--- config.mk ---
export PLATFORM = sky130hd
export DESIGN_NAME = nexys_starship_repair_bank
export DESIGN_NICKNAME = d
export VERILOG_FILES = /design/src/rtl/nexys_starship_repair_bank_pkg.sv /design/src/rtl/nexys_starship_repair_ch.sv /design/src/rtl/nexys_starship_repair_bank.sv
export SDC_FILE = /design/constraint.sdc
export NUM_CORES = 1
export LEC_CHECK = 0
export ABC_CLOCK_PERIOD_IN_PS = 5000
export BUFFER_PORTS_ARGS = -buffer_cell sky130_fd_sc_hd__buf_2
export CAP_MARGIN = 20
export CORE_MARGIN = 8
export CORE_UTILIZATION = 45
export CTS_CLUSTER_SIZE = 10
export DETAILED_ROUTE_END_ITERATION = 7
export GPL_ROUTABILITY_DRIVEN = 0
export GPL_TIMING_DRIVEN = 0
export RECOVER_POWER = 25
export SYNTH_ARGS = -nofsm -noshare
export SYNTH_HDL_FRONTEND = slang
export SYNTH_SLANG_ARGS = --single-unit
export TNS_END_PERCENT = 10
--- constraint.sdc ---
create_clock -name Clk -period 5 [get_ports Clk]
set_input_delay 0.75 -clock Clk [delete_from_list [all_inputs] [get_ports Clk]]
set_output_delay 0.75 -clock Clk [all_outputs]
set_load 0.02 [all_outputs]
--- src/rtl/nexys_starship_repair_bank_pkg.sv ---
// Shared definitions for the Nexys Starship section modules: one-hot
// channel state encoding reused by every repairable section.
package nexys_starship_repair_bank_pkg;

  localparam int STATE_W = 3;

  typedef enum logic [STATE_W-1:0] {
    ST_INIT    = 3'b001,
    ST_WORKING = 3'b010,
    ST_REPAIR  = 3'b100
  } ch_state_e;

endpackage

--- src/rtl/nexys_starship_repair_ch.sv ---
// One repairable ship section: one-hot FSM, latched combo, digit index,
// fail counter, repair timer and lock flag.
module nexys_starship_repair_ch
  import nexys_starship_repair_bank_pkg::*;
#(
  parameter int COMBO_DIGITS   = 2,
  parameter int MAX_FAILS      = 3,
  parameter int TIMEOUT_CYCLES = 500_000_000
) (
  input  logic                      Clk,
  input  logic                      Reset,
  input  logic                      play_flag,
  input  logic                      gameover_ctrl,
  input  logic                      break_req,
  input  logic [4*COMBO_DIGITS-1:0] random_hex,
  input  logic [3:0]                hex_combo,
  input  logic                      btn_submit,
  output logic                      q_init,
  output logic                      q_working,
  output logic                      q_repair,
  output logic                      broken,
  output logic [4*COMBO_DIGITS-1:0] combo,
  output logic [1:0]                digit_idx,
  output logic [3:0]                fail_cnt,
  output logic                      repaired,
  output logic                      loss_ev
);

  localparam int TW = $clog2(TIMEOUT_CYCLES);
  localparam int CW = 4 * COMBO_DIGITS;

  ch_state_e       state_q, state_d;
  logic [CW-1:0]   combo_q, combo_d;
  logic [1:0]      idx_q, idx_d;
  logic [3:0]      fail_q, fail_d;
  logic [TW-1:0]   timer_q, timer_d;
  logic            locked_q, locked_d;
  logic            repaired_q, repaired_d;
  logic [3:0]      cur_digit;
  logic            timeout_hit;
  logic            fail_limit;

  assign cur_digit   = 4'(combo_q >> {idx_q, 2'b00});
  assign timeout_hit = (timer_q == TW'(TIMEOUT_CYCLES - 1));

  always_comb begin
    state_d    = state_q;
    combo_d    = combo_q;
    idx_d      = idx_q;
    fail_d     = fail_q;
    timer_d    = timer_q;
    locked_d   = locked_q;
    repaired_d = 1'b0;
    loss_ev    = 1'b0;
    fail_limit = 1'b0;

    if (gameover_ctrl) begin
      state_d  = ST_INIT;
      combo_d  = '0;
      idx_d    = '0;
      fail_d   = '0;
      timer_d  = '0;
      locked_d = 1'b0;
    end else begin
      case (state_q)
        ST_INIT: begin
          combo_d  = '0;
          idx_d    = '0;
          fail_d   = '0;
          timer_d  = '0;
          locked_d = 1'b0;
          if (play_flag) state_d = ST_WORKING;
        end
        ST_WORKING: begin
          if (break_req) begin
            state_d  = ST_REPAIR;
            combo_d  = random_hex;
            idx_d    = '0;
            fail_d   = '0;
            timer_d  = '0;
            locked_d = 1'b0;
          end
        end
        ST_REPAIR: begin
          if (!locked_q) begin
            if (!timeout_hit) timer_d = timer_q + TW'(1);
            if (btn_submit) begin
              if (hex_combo == cur_digit) begin
                if (idx_q == 2'(COMBO_DIGITS - 1)) begin
                  state_d    = ST_WORKING;
                  repaired_d = 1'b1;
                  idx_d      = '0;
                end else begin
                  idx_d = idx_q + 2'd1;
                end
              end else begin
                idx_d      = '0;
                fail_d     = fail_q + 4'd1;
                fail_limit = (fail_d == 4'(MAX_FAILS));
              end
            end
            // A successful final digit beats a simultaneous timeout.
            if (!repaired_d && (timeout_hit || fail_limit)) begin
              loss_ev  = 1'b1;
              locked_d = 1'b1;
            end
          end
        end
        default: begin
          state_d  = ST_INIT;
          combo_d  = '0;
          idx_d    = '0;
          fail_d   = '0;
          timer_d  = '0;
          locked_d = 1'b0;
        end
      endcase
    end
  end

  always_ff @(posedge Clk) begin
    if (Reset) begin
      state_q    <= ST_INIT;
      combo_q    <= '0;
      idx_q      <= '0;
      fail_q     <= '0;
      timer_q    <= '0;
      locked_q   <= 1'b0;
      repaired_q <= 1'b0;
    end else begin
      state_q    <= state_d;
      combo_q    <= combo_d;
      idx_q      <= idx_d;
      fail_q     <= fail_d;
      timer_q    <= timer_d;
      locked_q   <= locked_d;
      repaired_q <= repaired_d;
    end
  end

  assign q_init    = (state_q == ST_INIT);
  assign q_working = (state_q == ST_WORKING);
  assign q_repair  = (state_q == ST_REPAIR);
  assign broken    = (state_q == ST_REPAIR);
  assign combo     = combo_q;
  assign digit_idx = idx_q;
  assign fail_cnt  = fail_q;
  assign repaired  = repaired_q;

endmodule

--- src/rtl/nexys_starship_repair_bank.sv ---
// Bank of NUM_CH repairable sections; packs per-channel outputs and
// registers the OR of all channel loss events into one ship_lost pulse.
module nexys_starship_repair_bank
  import nexys_starship_repair_bank_pkg::*;
#(
  parameter int NUM_CH         = 4,
  parameter int COMBO_DIGITS   = 2,
  parameter int MAX_FAILS      = 3,
  parameter int TIMEOUT_CYCLES = 500_000_000
) (
  input  logic                             Clk,
  input  logic                             Reset,
  input  logic                             play_flag,
  input  logic                             gameover_ctrl,
  input  logic [NUM_CH-1:0]                break_req,
  input  logic [4*COMBO_DIGITS-1:0]        random_hex,
  input  logic [3:0]                       hex_combo,
  input  logic [NUM_CH-1:0]                btn_submit,
  output logic [NUM_CH-1:0]                q_init,
  output logic [NUM_CH-1:0]                q_working,
  output logic [NUM_CH-1:0]                q_repair,
  output logic [NUM_CH-1:0]                broken,
  output logic [NUM_CH*4*COMBO_DIGITS-1:0] combo_flat,
  output logic [NUM_CH*2-1:0]              digit_idx,
  output logic [NUM_CH*4-1:0]              fail_cnt,
  output logic [NUM_CH-1:0]                repaired,
  output logic                             ship_lost
);

  localparam int CW = 4 * COMBO_DIGITS;

  logic [NUM_CH-1:0] loss_ev;
  logic              ship_lost_q;

  for (genvar g = 0; g < NUM_CH; g++) begin : g_ch
    nexys_starship_repair_ch #(
      .COMBO_DIGITS  (COMBO_DIGITS),
      .MAX_FAILS     (MAX_FAILS),
      .TIMEOUT_CYCLES(TIMEOUT_CYCLES)
    ) u_ch (
      .Clk          (Clk),
      .Reset        (Reset),
      .play_flag    (play_flag),
      .gameover_ctrl(gameover_ctrl),
      .break_req    (break_req[g]),
      .random_hex   (random_hex),
      .hex_combo    (hex_combo),
      .btn_submit   (btn_submit[g]),
      .q_init       (q_init[g]),
      .q_working    (q_working[g]),
      .q_repair     (q_repair[g]),
      .broken       (broken[g]),
      .combo        (combo_flat[g*CW +: CW]),
      .digit_idx    (digit_idx[g*2 +: 2]),
      .fail_cnt     (fail_cnt[g*4 +: 4]),
      .repaired     (repaired[g]),
      .loss_ev      (loss_ev[g])
    );
  end

  always_ff @(posedge Clk) begin
    if (Reset || gameover_ctrl) ship_lost_q <= 1'b0;
    else                        ship_lost_q <= |loss_ev;
  end

  assign ship_lost = ship_lost_q;

endmodule

# == Word level (Yosys, flattened, before mapping) ==
# Index checks and enable logic that the tools add are counted.
# classes
n_div,0
n_reduce_logical,39
n_mux,165
eq_ne,60
add_sub_neg,12
order_cmp,0
shifts,4
multipliers,0
bitwise,4
# op_table
operator,count
$mux 29,12
$pmux 29 s2,4
$add 29x1->29 const B,4
$eq 29x29->1 const B,4
$mux 1,68
$mux 4,16
$ne 2x2->1 const B,32
$pmux 8 s2,4
$mux 3,21
$mux 2,20
$pmux 3 s3,4
$mux 8,4
$pmux 4 s2,4
$shr 8x4->4,4
$reduce_and 3->1,8
$reduce_and 6->1,4
$reduce_or 4->1,5
$add 4x1->4 const B,4
$eq 4x2->1 const B,4
$eq 4x4->1,4
$pmux 2 s2,4
$reduce_and 4->1,4
$eq 3x1->1 const B,4
$eq 3x2->1 const B,4
10 further kinds,38
# word_totals
register_bits,193
output_inout_bits,77
rom_bits,0
ram_bits,0
latchBits,0
memories,0
elab_cells,313
input_bits,24

# == Longest topological paths before layout ==
# depth
word_depth,14
mapped_depth,9
depth_no_buf,8

# == Cells and area by module ==
# Synthesis repeated with hierarchy kept, for this count alone.
# unflattened
cells_unflattened,1214
area_unflattened_um2,10308.6
# by_module_without_submodules
module,seq_area_each_um2,cells_per_inst,instances,area_per_inst_um2
nexys_starship_repair_ch at g_ch[0].u_ch ...,960.9,302,3,2562.5
nexys_starship_repair_ch at g_ch[1].u_ch,960.9,305,1,2590.0
nexys_starship_repair_bank,20.0,3,1,31.3

# == Worst setup path before layout ==
# OpenSTA, ideal clock, no wires.
# synth_timing
path_type,input to register
startpoint,input hex_combo[0]
endpoint,register ship_lost_q (netlist: ship_lost)
setup_ns,0.132
setup_slack_ns,2.516
t_required_ns,4.868
t_arrival_ns,2.352
path_buffers,1
cell_stages,8
cell_sequence,buf_2 nand2b_1 or4b_1 o41ai_1 nor3_1 o31a_1 a221oi_1 a31oi_1
# synth_between
elab_chain_cells,13
elab_cells_between_ends,73
cone_classes,4 x eq/ne; 56 x mux; 13 x reduce/logical
# synth_lines
element,line_no,text
from (decl),nexys_starship_repair_bank.sv:17,"input logic [3:0] hex_combo,"
$eq 4x4->1,nexys_starship_repair_ch.sv:88,if (hex_combo == cur_digit) begin
$mux 1,nexys_starship_repair_ch.sv:88,
$mux 1,nexys_starship_repair_ch.sv:87,if (btn_submit) begin
$mux 1,nexys_starship_repair_ch.sv:85,if (!locked_q) begin
$mux 1,nexys_starship_repair_ch.sv:65,case (state_q)
$mux 1,nexys_starship_repair_ch.sv:57,if (gameover_ctrl) begin
$logic_not 1->1 or $logic_or 1x1->1 (tied branches),nexys_starship_repair_ch.sv:103,if (!repaired_d && (timeout_hit || fail_limit)) begin
$logic_and 1x1->1,nexys_starship_repair_ch.sv:103,
$mux 1,nexys_starship_repair_ch.sv:103,
$mux 1,nexys_starship_repair_ch.sv:85,
$mux 1,nexys_starship_repair_ch.sv:65,
$mux 1,nexys_starship_repair_ch.sv:57,
$reduce_or 4->1 *,nexys_starship_repair_bank.sv:63,else ship_lost_q <= |loss_ev;
to (signal assigned),nexys_starship_repair_bank.sv:63,
to (decl),nexys_starship_repair_bank.sv:33,logic ship_lost_q;
# Every way passes the cells marked *; elsewhere a longest branch is shown, timed or not. The select of a mux whose other input is x is not followed.
# A chain may end at the register's enable or synchronous reset.

# == Worst setup path in the final report ==
# layout_timing
startpoint,register g_ch[2].u_ch.state_q[1]
endpoint,output q_working[2]
# layout_between
elab_chain_cells,1
# layout_lines
element,line_no,text
from (decl),nexys_starship_repair_ch.sv:32,"ch_state_e state_q, state_d;"
from (signal assigned),nexys_starship_repair_ch.sv:131,state_q <= state_d;
$eq 3x2->1,nexys_starship_repair_ch.sv:142,assign q_working = (state_q == ST_WORKING);
to (decl),nexys_starship_repair_bank.sv:20,"output logic [NUM_CH-1:0] q_working,"
# Every way passes these cells.

==> results.ini <==
[setup_path]
end_kind=output pin
r2r_start=g_ch[1].u_ch.digit_idx[0]$_SDFFE_PP0P_
rrSetupSlack_ns=2.40
cp_max_fo=10
setup.worst_path.start=g_ch[2].u_ch.state_q[1]$_SDFFE_PP0P_
cp.required_ns=4.25
r2r_end=ship_lost$_SDFF_PP0_
crit_arrival_ns=2.02
critPathKind=flip-flop to output pin
cp-start-kind=flip-flop
rr_worst_depth=8

[cells_and_area]
antenna_cells=0
layout-drive-gt1-share_pct=10.4
fin_area_mm2=0.0111
area_delta_synth_final_pct=13.3
nets=1323

[logic_synthesis]
syn_nets=1209
syn_area_mm2=0.00979
ys_warn_count=0
synthDistinctLibCells=85
synth.ff_latch_count=193
syn_inst=1173
ys_seq_area_share_pct=39.5
synthArstFlopShare_pct=0
synth_edf_count=0
yosysMostFrequentCell=dfxtp_1
synthTopCellsByArea=dfxtp_1, nor2_1, xnor2_1, nand2_1, a21oi_1
yosysTopAreaCell=dfxtp_1
synth_top_area_share_pct=39.5
synth_common_cells=dfxtp_1, nor2_1, nand2_1, a21oi_1, xnor2_1
avgSynthCellArea_um2=8.34
synth_flop_cell=dfxtp_1

[timing]
min_period_ns=2.77
final.setup.tns_ns=0
fmax_mhz=361
fin_skew_ns=0.0114
hold_viol=0
grt_setup_unrepaired=false
tightest_slew_ns=0.874
relSlewSlack_pct=40.9
report.final.slew_viol_count=0
min_period_over_period_pct=55.4
setup_viol=0

[floorplan]
die_w_um=163
core_mm2=0.0216
initial_utilization_pct=45.4
placementRows=54
dieHeight_um=163
io_pins=101
die_area_mm2=0.0267

[placement]
place_area_mm2=0.0106
dp_hpwl_um=19300
io_buffers=95

[drt]
via_count=8530
drc=0
wl_per_cell_um=16.7
ant_nets=0
first_pass_iters=5
totalWireLength_um=26400
initialDrtViolationCount=487
via_per_inst=5.40

[worst_hold_path]
min_to=g_ch[2].u_ch.combo[6]$_SDFFE_PP0P_
hold_depth=2
hp-start=g_ch[2].u_ch.combo[6]$_SDFFE_PP0P_
min_path_type=flip-flop to flip-flop

[global_routing]
grt_first_pass_wirelength_um=42500
grtUsageTotal_pct=19.8
antenna_found_initial=2
grt_pass1_vias=8162
grt_overflow=0
grt_max_degree=17

[clock_network]
cts_tree=built
clk_latency_ns=0.43
clockBufferDepth=2
htreeDepth=4
cts-resized-gates=0
cts_root_buf=clkbuf_16
cts.reportedPaths.clkPinSlew_ns=0.07
ctsHoldBuffers=0
cts_sinks=193
numCtsBuffers=17
post-cts-setup-buffer-count=0

[status]
status=completed

[power]
leakage_nw=3.48
p_per_area_mw_per_mm2=267
irDropWorstVdd_v=0.000193

[run]
drv_cap=0

==> final cells by class <==
| type | count | area [um^2] |
|---|---|---|
| Tap cell | 280 | 350 |
| Fill cell | 2163 | 10500 |
| Buffer | 62 | 335 |
| Inverter | 40 | 150 |
| Clock inverter | 11 | 106 |
| Timing Repair Buffer | 95 | 399 |
| Multi-Input combinational cell | 878 | 5440 |
| Sequential cell | 193 | 3860 |
| Clock buffer | 20 | 447 |
==> worst max-delay path by stage <==
stage / end / cells after the start / slack [ns]
after floorplan: ship_lost$_SDFF_PP0_ / 8 / 2.52
after global routing: broken[2] / 7 / 2.11
after detailed placement: ship_lost$_SDFF_PP0_ / 8 / 1.92
after global placement: ship_lost$_SDFF_PP0_ / 8 / 1.94
after CTS: q_repair[2] / 8 / 2.23
final: q_working[2] / 4 / 2.23
==> cells by family (layout without fill, tap and decap cells) <==
kind of cell	Yosys count	after routing	synth area share, %
adder cells (fa/ha/maj)	12	12	1.53
AO/OA/AOI/OAI	194	194	13.0
multiplexers	25	25	2.61
XOR/XNOR	110	110	9.85
buffers and inverters	102	228	4.96
flip-flops	193	193	39.5
AND/OR/NAND/NOR	537	537	28.6
==> cells in the final DEF (no fill, tap or decap), types with 4 or more instances in the layout <==
cell       netlist  final
o21a_1           6      6
and2_1          10     10
nand2_1        108    108
o21ai_2          6      6
nor3b_1          8      8
clkbuf_1        30     93
a21o_1           4      4
nor3_1          39     39
a31oi_1          6      6
o211ai_1         4      4
nand2b_1         9      9
or3b_2           4      4
inv_1           39     39
a22o_1           8      8
a21oi_1         79     79
nor4_4           4      4
mux2i_1         23     23
nor2b_1         10     10
and3_1          12     12
o21ai_1          8      8
dfxtp_1        193    193
and4_1          15     15
ha_1            12     12
nand3_1         56     56
buf_4           21     21
or4_1            5      5
xor2_1          42     42
nor2_1         160    160
o21ai_0         34     34
nor4b_1          9      9
nand4_1         27     27
clkbuf_16        0     17
buf_2            7     41
or3_1           26     26
xnor2_1         68     68
nor4_1          11     11
==> where the power goes <==
group / leakage [nW] / total (mW) / switching [mW] / internal (mW)
sequential: 1.55 / 1.54 / 0.00352 / 1.54
clock: 0.269 / 1.32 / 0.615 / 0.705
combinational: 1.66 / 0.0963 / 0.0646 / 0.0317
==> per-stage QoR <==
step	hold slack, ns	power (mW)	util, %	setup slack (ns)	cells
final	0.468	2.96	51.4	2.23	1579
after global routing	0.485	3.06	51.4	2.11	1579
after global placement	0.452	1.67	49.2	1.94	1548
after CTS	0.469	2.98	51.8	2.23	1579
after detailed placement	0.461	1.67	49.2	1.92	1548
after floorplan	0.453	1.63	-	2.52	1173
==> registers in the layout, indices dropped and copies added (netlist names) <==
register             count
g_ch.u_ch.repaired       4
g_ch.u_ch.state_q       12
g_ch.u_ch.locked_q       4
g_ch.u_ch.fail_cnt      16
g_ch.u_ch.timer_q      116
ship_lost                1
g_ch.u_ch.digit_idx      8
g_ch.u_ch.combo         32
==> layer usage <==
| metal | part of all wire [%] | global-route usage, % | vias to the layer above |
|---|---|---|---|
| met5 | 0.080 | 0 | - |
| met1 | 46 | 24.8 | 4033 |
| met2 | 48 | 33.4 | 153 |
| met4 | 1.1 | 4.79 | 4 |
| li1 | - | - | 4318 |
| met3 | 5.0 | 4.79 | 22 |
==> worst max-delay path: stages (launching register included) <==
cell and delay, ns:
dfxtp_1 0.39, nor3b_1 0.41, clkbuf_1 0.46, buf_4 0.19
buf_2 0.15
Note: power is estimated with default switching activity, not from simulation.
